File: src/rtl/game_timer_pkg.sv
// Shared types, constants and BCD arithmetic helpers for the game round countdown timer.
package game_timer_pkg;

  localparam int DIGIT_W = 4;
  localparam logic [DIGIT_W-1:0] DIGIT_MAX    = 4'd9;
  localparam logic [DIGIT_W-1:0] SEC_TENS_MAX = 4'd5;

  typedef enum logic [1:0] {
    IDLE    = 2'd0,
    RUN     = 2'd1,
    PAUSE   = 2'd2,
    EXPIRED = 2'd3
  } state_t;

  typedef struct packed {
    logic [DIGIT_W-1:0] min_tens;
    logic [DIGIT_W-1:0] min_ones;
    logic [DIGIT_W-1:0] sec_tens;
    logic [DIGIT_W-1:0] sec_ones;
  } bcd_time_t;

  // One-second BCD borrow cascade; 00:00 is a floor, never an underflow.
  function automatic bcd_time_t bcd_dec(input bcd_time_t t);
    bcd_time_t r;
    r = t;
    if (t != '0) begin
      if (t.sec_ones != 4'd0) begin
        r.sec_ones = t.sec_ones - 4'd1;
      end else begin
        r.sec_ones = DIGIT_MAX;
        if (t.sec_tens != 4'd0) begin
          r.sec_tens = t.sec_tens - 4'd1;
        end else begin
          r.sec_tens = SEC_TENS_MAX;
          if (t.min_ones != 4'd0) begin
            r.min_ones = t.min_ones - 4'd1;
          end else begin
            r.min_ones = DIGIT_MAX;
            r.min_tens = t.min_tens - 4'd1;
          end
        end
      end
    end
    return r;
  endfunction

  // +10 s with carry into the minutes, saturating at 99:59.
  function automatic bcd_time_t bcd_add10(input bcd_time_t t);
    bcd_time_t r;
    r = t;
    if (t.sec_tens != SEC_TENS_MAX) begin
      r.sec_tens = t.sec_tens + 4'd1;
    end else if (t.min_tens == DIGIT_MAX && t.min_ones == DIGIT_MAX) begin
      r.sec_tens = SEC_TENS_MAX;
      r.sec_ones = DIGIT_MAX;
    end else begin
      r.sec_tens = 4'd0;
      if (t.min_ones == DIGIT_MAX) begin
        r.min_ones = 4'd0;
        r.min_tens = t.min_tens + 4'd1;
      end else begin
        r.min_ones = t.min_ones + 4'd1;
      end
    end
    return r;
  endfunction

endpackage

File: src/rtl/game_countdown_timer_tick_sync.sv
// Synchronizes the once-per-second divider toggle and emits a one-cycle tick on
// every level change; reusable by any once-per-second consumer.
module timer_tick_sync (
  input  logic clk_25MHz,
  input  logic reset,
  input  logic i_toggle,
  output logic o_tick
);

  logic r_sync1;
  logic r_sync2;
  logic r_hist;

  // NOTE: sequential state uses non-blocking assignments so every flop samples
  // the pre-edge value of its neighbour; blocking here would collapse the chain.
  always_ff @(posedge clk_25MHz or posedge reset) begin
    if (reset) begin
      r_sync1 <= 1'b0;
      r_sync2 <= 1'b0;
      r_hist  <= 1'b0;
    end else begin
      r_sync1 <= i_toggle;
      r_sync2 <= r_sync1;
      r_hist  <= r_sync2;
    end
  end

  assign o_tick = r_sync2 ^ r_hist;

endmodule

File: src/rtl/game_countdown_timer.sv
// Round countdown timer: MM:SS BCD countdown driven by a once-per-second toggle.
// Optional low-time indicator enabled by defining GAME_TIMER_WARN_EN.
module game_countdown_timer
  import game_timer_pkg::*;
#(
  parameter int START_MIN = 2,
  parameter int START_SEC = 0,
  parameter int WARN_SEC  = 10
) (
  input  logic               clk_25MHz,
  input  logic               reset,
  input  logic               sec_toggle,
  input  logic               start,
  input  logic               pause,
  input  logic               bonus,
  output logic [DIGIT_W-1:0] min_tens,
  output logic [DIGIT_W-1:0] min_ones,
  output logic [DIGIT_W-1:0] sec_tens,
  output logic [DIGIT_W-1:0] sec_ones,
  output logic               running,
  output logic               time_up,
  output logic               expired_pulse,
  output logic               warn
);

  localparam bcd_time_t PRELOAD = {4'(START_MIN / 10), 4'(START_MIN % 10),
                                   4'(START_SEC / 10), 4'(START_SEC % 10)};

  state_t    r_state;
  state_t    w_state_nxt;
  bcd_time_t r_time;
  bcd_time_t w_time_nxt;
  bcd_time_t w_after_tick;
  bcd_time_t w_run_time;
  bcd_time_t w_bonus_time;
  logic      w_tick;
  logic      r_running, r_time_up, r_expired_pulse, r_warn;
  logic      w_running_nxt, w_time_up_nxt, w_expired_pulse_nxt, w_warn_nxt;

  timer_tick_sync u_tick_sync (
    .clk_25MHz (clk_25MHz),
    .reset     (reset),
    .i_toggle  (sec_toggle),
    .o_tick    (w_tick)
  );

  // In RUN the decrement is applied first, then any bonus, within one edge.
  assign w_after_tick = w_tick ? bcd_dec(r_time) : r_time;
  assign w_run_time   = bonus ? bcd_add10(w_after_tick) : w_after_tick;
  assign w_bonus_time = bcd_add10(r_time);

  always_ff @(posedge clk_25MHz or posedge reset) begin
    if (reset) begin
      r_state         <= IDLE;
      r_time          <= PRELOAD;
      r_running       <= 1'b0;
      r_time_up       <= 1'b0;
      r_expired_pulse <= 1'b0;
      r_warn          <= 1'b0;
    end else begin
      r_state         <= w_state_nxt;
      r_time          <= w_time_nxt;
      r_running       <= w_running_nxt;
      r_time_up       <= w_time_up_nxt;
      r_expired_pulse <= w_expired_pulse_nxt;
      r_warn          <= w_warn_nxt;
    end
  end

  // NOTE: every combinational output gets a default first so no path through
  // the case leaves it unassigned, which would otherwise infer a latch.
  always_comb begin
    w_state_nxt = r_state;
    w_time_nxt  = r_time;
    case (r_state)
      IDLE, EXPIRED: begin
        if (start) begin
          w_state_nxt = RUN;
          w_time_nxt  = PRELOAD;
        end
      end
      RUN: begin
        if (pause) begin
          w_state_nxt = PAUSE;
          w_time_nxt  = bonus ? w_bonus_time : r_time;
        end else begin
          w_time_nxt = w_run_time;
          if (w_tick && w_run_time == '0) w_state_nxt = EXPIRED;
        end
      end
      PAUSE: begin
        if (pause) w_state_nxt = RUN;
        if (bonus) w_time_nxt = w_bonus_time;
      end
      default: w_state_nxt = IDLE;
    endcase
  end

  always_comb begin
    w_running_nxt       = (w_state_nxt == RUN);
    w_time_up_nxt       = (w_state_nxt == EXPIRED);
    w_expired_pulse_nxt = (w_state_nxt == EXPIRED) && (r_state != EXPIRED);
  end

`ifdef GAME_TIMER_WARN_EN
  localparam logic [DIGIT_W-1:0] WARN_TENS = 4'(WARN_SEC / 10);
  localparam logic [DIGIT_W-1:0] WARN_ONES = 4'(WARN_SEC % 10);

  logic w_sec_le_warn;
  assign w_sec_le_warn = (w_time_nxt.sec_tens < WARN_TENS) ||
                         (w_time_nxt.sec_tens == WARN_TENS && w_time_nxt.sec_ones <= WARN_ONES);
  assign w_warn_nxt    = (w_state_nxt == RUN || w_state_nxt == PAUSE) &&
                         w_time_nxt.min_tens == 4'd0 && w_time_nxt.min_ones == 4'd0 &&
                         w_sec_le_warn;
`else
  assign w_warn_nxt = 1'b0;
`endif

  assign min_tens      = r_time.min_tens;
  assign min_ones      = r_time.min_ones;
  assign sec_tens      = r_time.sec_tens;
  assign sec_ones      = r_time.sec_ones;
  assign running       = r_running;
  assign time_up       = r_time_up;
  assign expired_pulse = r_expired_pulse;
  assign warn          = r_warn;

endmodule

File: config.mk
export PLATFORM = sky130hd
export DESIGN_NAME = game_countdown_timer
export DESIGN_NICKNAME = d
export VERILOG_FILES = /design/src/rtl/game_timer_pkg.sv /design/src/rtl/game_countdown_timer_tick_sync.sv /design/src/rtl/game_countdown_timer.sv
export SDC_FILE = /design/constraint.sdc
export NUM_CORES = 1
export LEC_CHECK = 0
export BUFFER_PORTS_ARGS = -buffer_cell sky130_fd_sc_hd__buf_4
export CORE_ASPECT_RATIO = 0.6
export CORE_MARGIN = 2
export CORE_UTILIZATION = 50
export CTS_CLUSTER_SIZE = 12
export DETAILED_ROUTE_END_ITERATION = 10
export HOLD_SLACK_MARGIN = 0.08
export PLACE_DENSITY = 0.68
export SYNTH_ARGS = -nofsm -noshare
export SYNTH_HDL_FRONTEND = slang
export SYNTH_SLANG_ARGS = --single-unit
File: constraint.sdc
create_clock -name clk_25MHz -period 3.9 [get_ports clk_25MHz]
set_clock_uncertainty 0.05 [all_clocks]
set_input_delay 0.195 -clock clk_25MHz [delete_from_list [all_inputs] [get_ports clk_25MHz]]
set_output_delay 0.195 -clock clk_25MHz [all_outputs]
set_load 0.03 [all_outputs]
Word level (Yosys, flattened, before mapping)
Index checks and enable logic that the tools add are counted.
{"block": "word_totals", "regBits": 24, "inputBits": 6, "wordCells": 80}
{"block": "classes", "n_addsub": 10, "n_eq_ne": 13, "muxes": 34, "bitwise": 1, "n_reduce_logical": 11}
{"op": "2-to-1 mux 16 bit", "count": 6}
{"op": "2-to-1 mux 4 bit", "count": 14}
{"op": "case mux 16 bit (3 select lines)", "count": 1}
{"op": "2-to-1 mux 8 bit", "count": 5}
{"op": "adder 4 x 1 -> 4 bit (second input constant)", "count": 6}
{"op": "== test 4 bit (second input constant)", "count": 4}
{"op": "zero test 16 bit", "count": 1}
{"op": "nonzero test 16 bit", "count": 1}
{"op": "subtractor 4 x 1 -> 4 bit (second input constant)", "count": 4}
{"op": "2-to-1 mux 12 bit", "count": 1}
{"op": "nonzero test 4 bit", "count": 3}
{"op": "2-to-1 mux 2 bit", "count": 4}
{"op": "!= test 4 x 3 -> 1 bit (second input constant)", "count": 2}
{"op": "== test 2 bit (second input constant)", "count": 3}
{"op": "2-to-1 mux 3 bit", "count": 2}
{"op": "case mux 2 bit (3 select lines)", "count": 1}
{"op": "== test 2 x 1 -> 1 bit (second input constant)", "count": 2}
{"op": "logical AND 1 bit", "count": 4}
{"op": "!= test 2 bit (second input constant)", "count": 2}
{"op": "zero test 2 bit", "count": 1}
{"op": "OR reduction 2 bit", "count": 1}
{"op": "XOR 1 bit", "count": 1}

Longest topological paths before layout
Gate-level depths: netlist of the first run.
{"block": "logic_depth", "word_depth": 18, "ltp_mapped": 18, "mapped_depth_nobuf": 16}

Modules after synthesis
From an unflattened synthesis of the first run, not the netlist that was laid out.
{"block": "hier_totals", "cells_unflattened": 378, "area_unflattened_um2": 2810.2}
{"mod": "game_countdown_timer", "n_inst": 1, "cells_per_inst": 373, "area_each_um2": 2722.6}
{"mod": "timer_tick_sync", "n_inst": 1, "cells_per_inst": 5, "area_each_um2": 87.6}

Worst setup path after synthesis of the first run
No wires, ideal clock.
{"block": "synth_timing", "path_kind": "register -> register", "start": "reg r_time, in the netlist sec_tens[0]", "end": "reg r_running, in the netlist running", "arrival_ns": 3.648, "path_slack_ns": 0.108, "path_stages_with_launch": 17, "n_path_buf": 2, "period_less_slack_ns": 3.792, "cell_sequence": "dfrtp_1 clkbuf_1 inv_1 ha_1 or3b_2 nand3_1 a22o_1 ha_1 inv_1 a211oi_2 and3_1 buf_2 nand3_1 xnor2_1 nor4_4 a41o_1 a221oi_2"}
{"block": "synth_between", "elab_chain_cells": 16, "elab_cells_between_ends": 30, "cone_classes": "add/sub (4); eq/ne (4); mux (17); reduce/logical (5)"}
{"element": "start, declared", "line_no": "game_countdown_timer.sv:31", "text": "bcd_time_t r_time;"}
{"element": "start signal, assigned", "line_no": "game_countdown_timer.sv:62", "text": "r_time <= w_time_nxt;"}
{"element": "branches (longest 4 deep; another with subtractor 4 x 1 -> 4 bit)"}
{"element": "2-to-1 mux 16 bit *", "line_no": "game_countdown_timer.sv:48", "text": "assign w_after_tick = w_tick ? bcd_dec(r_time) : r_time;"}
{"element": "adder 4 x 1 -> 4 bit, or another cell as far along", "line_no": "game_timer_pkg.sv:62", "text": "r.min_ones = t.min_ones + 4'd1;"}
{"element": "2-to-1 mux 4 bit / logical AND 1 bit (equally long branches)", "line_no": "game_timer_pkg.sv:58, game_timer_pkg.sv:53"}
{"element": "2-to-1 mux 8 bit, or another cell as far along", "line_no": "game_timer_pkg.sv:53", "text": "end else if (t.min_tens == DIGIT_MAX && t.min_ones == DIGIT_MAX) begin"}
{"element": "2-to-1 mux 8 bit / 2-to-1 mux 4 bit (equally long branches)", "line_no": "game_timer_pkg.sv:51", "text": "if (t.sec_tens != SEC_TENS_MAX) begin"}
{"element": "2-to-1 mux 16 bit *", "line_no": "game_countdown_timer.sv:49", "text": "assign w_run_time = bonus ? bcd_add10(w_after_tick) : w_after_tick;"}
{"element": "zero test 16 bit *", "line_no": "game_countdown_timer.sv:88", "text": "if (w_tick && w_run_time == '0) w_state_nxt = EXPIRED;"}
{"element": "logical AND 1 bit *", "line_no": "game_countdown_timer.sv:88"}
{"element": "2-to-1 mux 2 bit *", "line_no": "game_countdown_timer.sv:88"}
{"element": "2-to-1 mux 2 bit *", "line_no": "game_countdown_timer.sv:83", "text": "if (pause) begin"}
{"element": "case mux 2 bit (3 select lines) *", "line_no": "game_countdown_timer.sv:75", "text": "case (r_state)"}
{"element": "== test 2 x 1 -> 1 bit *", "line_no": "game_countdown_timer.sv:100", "text": "w_running_nxt = (w_state_nxt == RUN);"}
{"element": "via w_running_nxt", "line_no": "game_countdown_timer.sv:38", "text": "logic w_running_nxt, w_time_up_nxt, w_expired_pulse_nxt, w_warn_nxt;"}
{"element": "end signal, assigned", "line_no": "game_countdown_timer.sv:63", "text": "r_running <= w_running_nxt;"}
{"element": "end, declared", "line_no": "game_countdown_timer.sv:37", "text": "logic r_running, r_time_up, r_expired_pulse, r_warn;"}
Mark *: on every way through the listed nets, which the timed path passes.
A chain may end at the register's enable or synchronous reset.

Final worst setup path of the first run
{"block": "layout_timing", "start": "reg r_time, in the netlist min_ones[1]", "end": "reg r_running, in the netlist running"}
{"block": "layout_between", "elab_chain_cells": 17, "elab_cells_between_ends": 31, "cone_classes": "add/sub (4); eq/ne (4); mux (18); reduce/logical (5)"}
{"element": "subtractor 4 x 1 -> 4 bit / nonzero test 4 bit (equally long branches)", "line_no": "game_timer_pkg.sv:36, game_timer_pkg.sv:35"}
{"element": "2-to-1 mux 4 bit", "line_no": "game_timer_pkg.sv:35", "text": "if (t.min_ones != 4'd0) begin"}
{"element": "2-to-1 mux 8 bit", "line_no": "game_timer_pkg.sv:31", "text": "if (t.sec_tens != 4'd0) begin"}
{"element": "2-to-1 mux 12 bit", "line_no": "game_timer_pkg.sv:27", "text": "if (t.sec_ones != 4'd0) begin"}
{"element": "2-to-1 mux 16 bit", "line_no": "game_timer_pkg.sv:26", "text": "if (t != '0) begin"}
{"element": "2-to-1 mux 16 bit *", "line_no": "game_countdown_timer.sv:48"}
{"element": "adder 4 x 1 -> 4 bit, or another cell as far along", "line_no": "game_timer_pkg.sv:62"}
{"element": "2-to-1 mux 4 bit / logical AND 1 bit (equally long branches)", "line_no": "game_timer_pkg.sv:58, game_timer_pkg.sv:53"}
{"element": "[2 not listed]"}
{"element": "2-to-1 mux 16 bit *", "line_no": "game_countdown_timer.sv:49"}
{"element": "zero test 16 bit *", "line_no": "game_countdown_timer.sv:88"}
{"element": "logical AND 1 bit *", "line_no": "game_countdown_timer.sv:88"}
{"element": "2-to-1 mux 2 bit *", "line_no": "game_countdown_timer.sv:88"}
{"element": "2-to-1 mux 2 bit *", "line_no": "game_countdown_timer.sv:83"}
{"element": "case mux 2 bit (3 select lines) *", "line_no": "game_countdown_timer.sv:75"}
{"element": "== test 2 x 1 -> 1 bit *", "line_no": "game_countdown_timer.sv:100"}
{"element": "via w_running_nxt", "line_no": "game_countdown_timer.sv:38"}
Mark *: on every way through the listed nets, which the timed path passes. The rest lies on a longest branch.

==> impl_metrics.ini, run 1 <==
[place]
dp_hpwl_um = 6700
place_area_um2 = 3100
gp_congestion = 0.972
preCtsSetupSlack_ns = 0.0515
io_buffers = 24

[cts]
tritoncts.num_buffers = 3
clk_latency_ns = 0.28
cts_max_path_buffers = 2
path_clk_slew_ns = 0.10
root_buffer = clkbuf_8
cts_max_level = 1
cts_tree = built
cts_sinks = 24

[yosys]
synth_most_common_cell = nand2_1
ys_top_cells_by_count = nand2_1, o21ai_0, nor2_1, dfrtp_1, a21oi_1
synth_area_leaders = dfrtp_1, ha_1, nand2_1
syn_area_um2 = 2780
synth-async-reset-ratio_pct = 100
yosys.cell_types.count = 69
ys_seq_area_share_pct = 21.6
synth_top_cell_by_area = dfrtp_1
synth_ff_type = dfrtp_1
syn_inst = 373
ys_seq_elements = 24
yosysWarnings = 0
synth_edf_count = 0
syn_area_per_cell_um2 = 7.46
syn_nets = 398
yosys.area.top_type_share_pct = 20.7

[outcome]
outcome = finished, final reports clean

[worst_setup_path]
crit_fanout = 6
critPathBufInv = 4
worstReg2RegEnd = running$_DFF_PP0_
crit_family = compound AO/OA/AOI/OAI gates
r2r_cells = 17
path_common_cell = inv_1
worstSetupStartpointType = register
arrival_ns = 3.86
cp_cell_sequence = inv_1 > ha_2 > nor3b_4 > nand3_1 > and3_1 > o22ai_1 > inv_1 > ha_1 > inv_1 > a211oi_4 > buf_4 > and3_2 > o21ai_1 > a22o_1 > a21oi_2 > a41o_1 > a221oi_2
crit_required_ns = 4.04
reg2reg_from = min_ones[1]$_DFFE_PP1P_
crit_slowest_cell = dfstp_2
worstSetupPathType = reg -> reg
crit_path_end_kind = register
regToRegSetupSlack_ns = 0.17
critPathMaxStageDelay_ns = 0.40

[finish]
antenna_cells = 0
drive_gt1_share_pct = 22.5
final_nets = 431
syn_to_final_growth_pct = 17.9
final_area_um2 = 3280

[global_routing]
grt_pass1_wl_um = 14100
antenna_found_initial = 0
overflow = 0
grt_max_degree = 35
grt_pass1_vias = 2662
globalRouteTotalUtil_pct = 29.7

[die]
io-pin-count = 26
core_region_area_um2 = 5200
die_x_um = 100
die_area_um2 = 6200
die_h_um = 61.8
row_count = 20
start_util_pct = 53.5

[sta]
setup_slack_ns = 0.173
hold_slack_ns = 0.106
hold_viol_final = 0
slew_headroom_pct = 31.5
setup_viol = 0
worst_pin_slew_ns = 1.03
max_freq_ghz = 0.268
finalCritPeriodShare_pct = 95.6
fin_crit_ns = 3.73
maxSlewViolCount = 0

[power]
leakagePower_nw = 1.40
ir_drop_uv = 822
total_power_mw = 2.77
power.density_nw_per_um2 = 845

[min_path]
hold_path.class = in -> async

[detailed_routing]
viasPerCell = 6.45
drt-wirelength-per-cell_um = 19.0
ant_nets = 0
first_iter_violations = 338
vias = 3037
drc = 0
drt_wl_total_um = 8940
dr.pass1.iters = 5

[job]
cap_violations = 0
==> worst max-delay path by stage <==
stage                                  from                end  slack, ns  cells after the start
floorplan           sec_tens[0]$_DFFE_PP0P_  running$_DFF_PP0_       0.11                     16
detailed placement  min_ones[1]$_DFFE_PP1P_  running$_DFF_PP0_       0.05                     16
global placement    min_tens[0]$_DFFE_PP0P_  running$_DFF_PP0_       0.15                     16
CTS                 min_ones[1]$_DFFE_PP1P_  running$_DFF_PP0_       0.04                     16
global route        sec_tens[0]$_DFFE_PP0P_  running$_DFF_PP0_      -0.02                     16
finish              min_ones[1]$_DFFE_PP1P_  running$_DFF_PP0_       0.17                     17
==> metrics by stage <==
| stage | instances | setup TNS (ns) | util [%] |
|---|---|---|---|
| 2_1_floorplan | 373 | 0 | - |
| 3_3_place_gp | 460 | 0 | 59.5 |
| 3_5_place_dp | 460 | 0 | 59.5 |
| 4_1_cts | 465 | 0 | 61.1 |
| 5_1_grt | 471 | -0.0366 | 63.1 |
| 6_report | 471 | 0 | 63.1 |
==> registers in the layout, summed over array words and instances, names as in the netlist <==
signal,cells
min_ones,4
sec_tens,4
expired_pulse,1
running,1
min_tens,4
r_state,2
u_tick_sync.r_sync1,1
u_tick_sync.r_sync2,1
u_tick_sync.r_hist,1
time_up,1
sec_ones,4
==> where the power goes <==
part           internal (mW)  switching, mW  total [mW]
Sequential             0.314         0.0686       0.383
Combinational          0.817           1.34        2.16
Clock                  0.137         0.0938       0.231
==> worst register-to-register path: stages (launching register included) <==
cell and delay [ns]:
dfstp_2 0.40, inv_1 0.12, ha_2 0.25, nor3b_4 0.29
nand3_1 0.14, and3_1 0.22, o22ai_1 0.28, inv_1 0.10
ha_1 0.20, inv_1 0.11, a211oi_4 0.07, buf_4 0.16
and3_2 0.24, o21ai_1 0.14, a22o_1 0.25, a21oi_2 0.07
a41o_1 0.28, a221oi_2 0.26
==> kinds of logic after synthesis <==
| group | Yosys count | share of synthesized area (%) |
|---|---|---|
| DFF | 24 | 21.6 |
| muxes | 7 | 2.65 |
| and+or+nand+nor | 153 | 29.7 |
| adders and majority gates | 19 | 8.54 |
| xor gates and xnor gates | 8 | 2.52 |
| other | 1 | 0.135 |
| AOI/OAI and AO/OA | 115 | 27.8 |
| buffers and inverters | 46 | 7.06 |
==> layout by cell type, fill, tap and decap left out, types with 5 or more instances in the layout <==
cell type,instances
o22ai_1,11
o211ai_1,5
nor2_1,24
nand3_1,15
dfrtp_1,23
a31oi_1,8
a21oi_1,18
inv_1,19
a211oi_1,7
a22oi_1,6
buf_4,52
ha_1,18
xnor2_1,6
o21ai_0,25
nand2_1,48
nor3_1,18
nand4_1,7
==> what timing repair did <==
| action | in CTS | in global routing |
|---|---|---|
| buffers inserted | 0 | 5 |
| gates resized for setup | 0 | 14 |
| setup endpoints to repair | 0 | 9 |
| endpoints found under the hold margin | 1 | 0 |
| hold buffers | 1 | 0 |
==> metal layers <==
metal | GRT usage (%) | share of wire, %
met5 | 0 | 0
met1 | 45.3 | 49
met4 | 7.05 | 1.4
met3 | 8.05 | 10
met2 | 41.1 | 39
==> final cells by class <==
type                            count  area (um2)
Fill cell                         489        1920
Inverter                           20        75.1
Tap cell                           66        82.6
Timing Repair Buffer               53         400
Multi-Input combinational cell    304        2050
Clock inverter                      1        30.0
Sequential cell                    24         602
Clock buffer                        3        41.3
Note: power is estimated with default switching activity, not from simulation.
==> run 2, diff against run 1 <==
Settings changed: CORE_MARGIN 2 to default, RECOVER_POWER from default to 100.
==> run 2 against run 1 <==
Against the previous run:
- non-clock buffer count unchanged
- sequential cell count unchanged
- first-iteration DRC count increased by 14%
- total power decreased by 2.1%
- wire length increased by 2.0%
- global-route usage increased by 2.2 points
- sequential power decreased by 2%
- critical endpoint is now sec_ones[3]$_DFFE_PP0P_
==> impl_metrics.ini, run 2 (synthesis gave the netlist of run 1 again) <==
[die]
die_h_um = 59.8
start_util_pct = 53.5
io-pin-count = 26
row_count = 20
die_x_um = 98.3
die_area_um2 = 5880
core_region_area_um2 = 5200

[detailed_routing]
first_iter_violations = 385
drt_wl_total_um = 9120
drc = 0
ant_nets = 0
drt-wirelength-per-cell_um = 19.4
vias = 3051
viasPerCell = 6.49
dr.pass1.iters = 9

[sta]
slew_headroom_pct = 32.3
hold_viol_final = 0
fin_crit_ns = 3.75
hold_slack_ns = 0.102
maxSlewViolCount = 0
worst_pin_slew_ns = 1.01
finalCritPeriodShare_pct = 96.3
setup_slack_ns = 0.145
setup_viol = 0
max_freq_ghz = 0.266

[place]
preCtsSetupSlack_ns = 0.0715
dp_cells = 462
dp_hpwl_um = 6900
gp_congestion = 0.943
io_buffers = 24

[job]
cap_violations = 0

[min_path]
hold_path.class = in -> async

[cts]
clk_latency_ns = 0.28
path_clk_slew_ns = 0.10
cts_max_path_buffers = 2
root_buffer = clkbuf_8
cts_sinks = 24
cts_tree = built
cts_max_level = 1
tritoncts.num_buffers = 3

[global_routing]
antenna_found_initial = 0
overflow = 0
grt_pass1_vias = 2578
grt_pass1_wl_um = 14300
globalRouteTotalUtil_pct = 31.9
grt_max_degree = 34

[power]
p_int_mw = 1.20
p_switching_mw = 1.51
ir_drop_uv = 725
power.density_nw_per_um2 = 856
leakagePower_nw = 1.32
comb_power_share_pct = 77.6
p_seq_share_pct = 13.9
p_clk_share_pct = 8.6
p_sw_share_pct = 55.7

[finish]
syn_to_final_growth_pct = 14.0
final_common_cell = nand2_1
nFillCells = 499
final_cells = 470
final_nets = 430
drive_gt1_share_pct = 15.8
antenna_cells = 0
layout_common_cells = nand2_1, buf_4, o21ai_0

[worst_setup_path]
reg2reg_from = min_ones[1]$_DFFE_PP1P_
worstReg2RegEnd = sec_ones[3]$_DFFE_PP0P_
arrival_ns = 3.90
regToRegSetupSlack_ns = 0.15
worstSetupPathType = reg -> reg
crit_fanout = 10
crit_path_end_kind = register
worstSetupStartpointType = register
r2r_cells = 15
crit_required_ns = 4.04

[outcome]
outcome = finished, final reports clean
-- run 2: cell count changes in the layout (fill, tap and decap cells not counted), sizes merged --
cell    change
clkbuf     +21
and3        -1
buf        -21
-- run 2: worst max path at each step --
| stage | from | end | slack, ns | cells after the start |
|---|---|---|---|---|
| floorplan | sec_tens[0]$_DFFE_PP0P_ | running$_DFF_PP0_ | 0.11 | 16 |
| global placement | min_tens[0]$_DFFE_PP0P_ | running$_DFF_PP0_ | 0.20 | 16 |
| detailed placement | min_ones[1]$_DFFE_PP1P_ | expired_pulse$_DFF_PP0_ | 0.07 | 16 |
| CTS | min_ones[1]$_DFFE_PP1P_ | running$_DFF_PP0_ | 0.08 | 16 |
| global route | min_ones[1]$_DFFE_PP1P_ | running$_DFF_PP0_ | -0.0002 | 15 |
| finish | min_ones[1]$_DFFE_PP1P_ | sec_ones[3]$_DFFE_PP0P_ | 0.15 | 15 |
-- run 2: critical path: stages, from the launching register on --
cell and delay (ns):
dfstp_2 0.42, inv_1 0.13, ha_1 0.20, buf_4 0.14
or3b_2 0.45, nor2_1 0.30, nand2_1 0.09, a21o_1 0.22
inv_2 0.09, ha_1 0.16, o211ai_2 0.21, o31ai_1 0.55
nand2_1 0.17, a21oi_1 0.18, nor2_1 0.05, a311oi_1 0.25
-- run 2: repair_timing --
| action | in CTS | in global routing |
|---|---|---|
| gates resized for setup | 0 | 6 |
| hold buffers | 1 | 0 |
| hold endpoints to repair | 1 | 0 |
| setup endpoints to repair | 0 | 9 |
| setup buffers | 0 | 3 |
-- run 2: power by group through the flow --
stage	Combinational [mW]	Clock (mW)	Sequential [mW]
finish	2.11	0.233	0.377
global route	2.26	0.246	0.384
CTS	2.02	0.235	0.374
detailed placement	2.01	0	0.378
global placement	1.99	0	0.376
floorplan	1.31	0	0.465
-- run 2: area by class of cell --
type,instances,area [um2],share of cell area (%)
inverter,20,75.1,2.37
clock buffer,3,41.3,1.30
clock inverter,1,30.0,0.946
tap,66,82.6,2.60
sequential,24,602,19.0
multi-input combinational,303,2010,63.4
timing repair buffer,53,329,10.4
-- run 2: metrics by stage --
step	instance area [um2]	TNS (ns)	utilization [%]	power, mW
detailed placement	3110	0	59.8	2.39
global route	3170	-0.000251	61.0	2.89
floorplan	2780	0	-	1.78
global placement	3110	0	59.8	2.37
finish	3170	0	61.0	2.72
CTS	3190	0	61.3	2.63
-- run 2: layer usage --
layer | wire length (um) | track usage, % | vias to the layer above
met3 | 1010 | 8.30 | 12
met4 | 92 | 4.48 | 0
met1 | 4400 | 48.8 | 1413
li1 | - | - | 1447
met5 | 0 | 0 | -
met2 | 3620 | 45.4 | 179
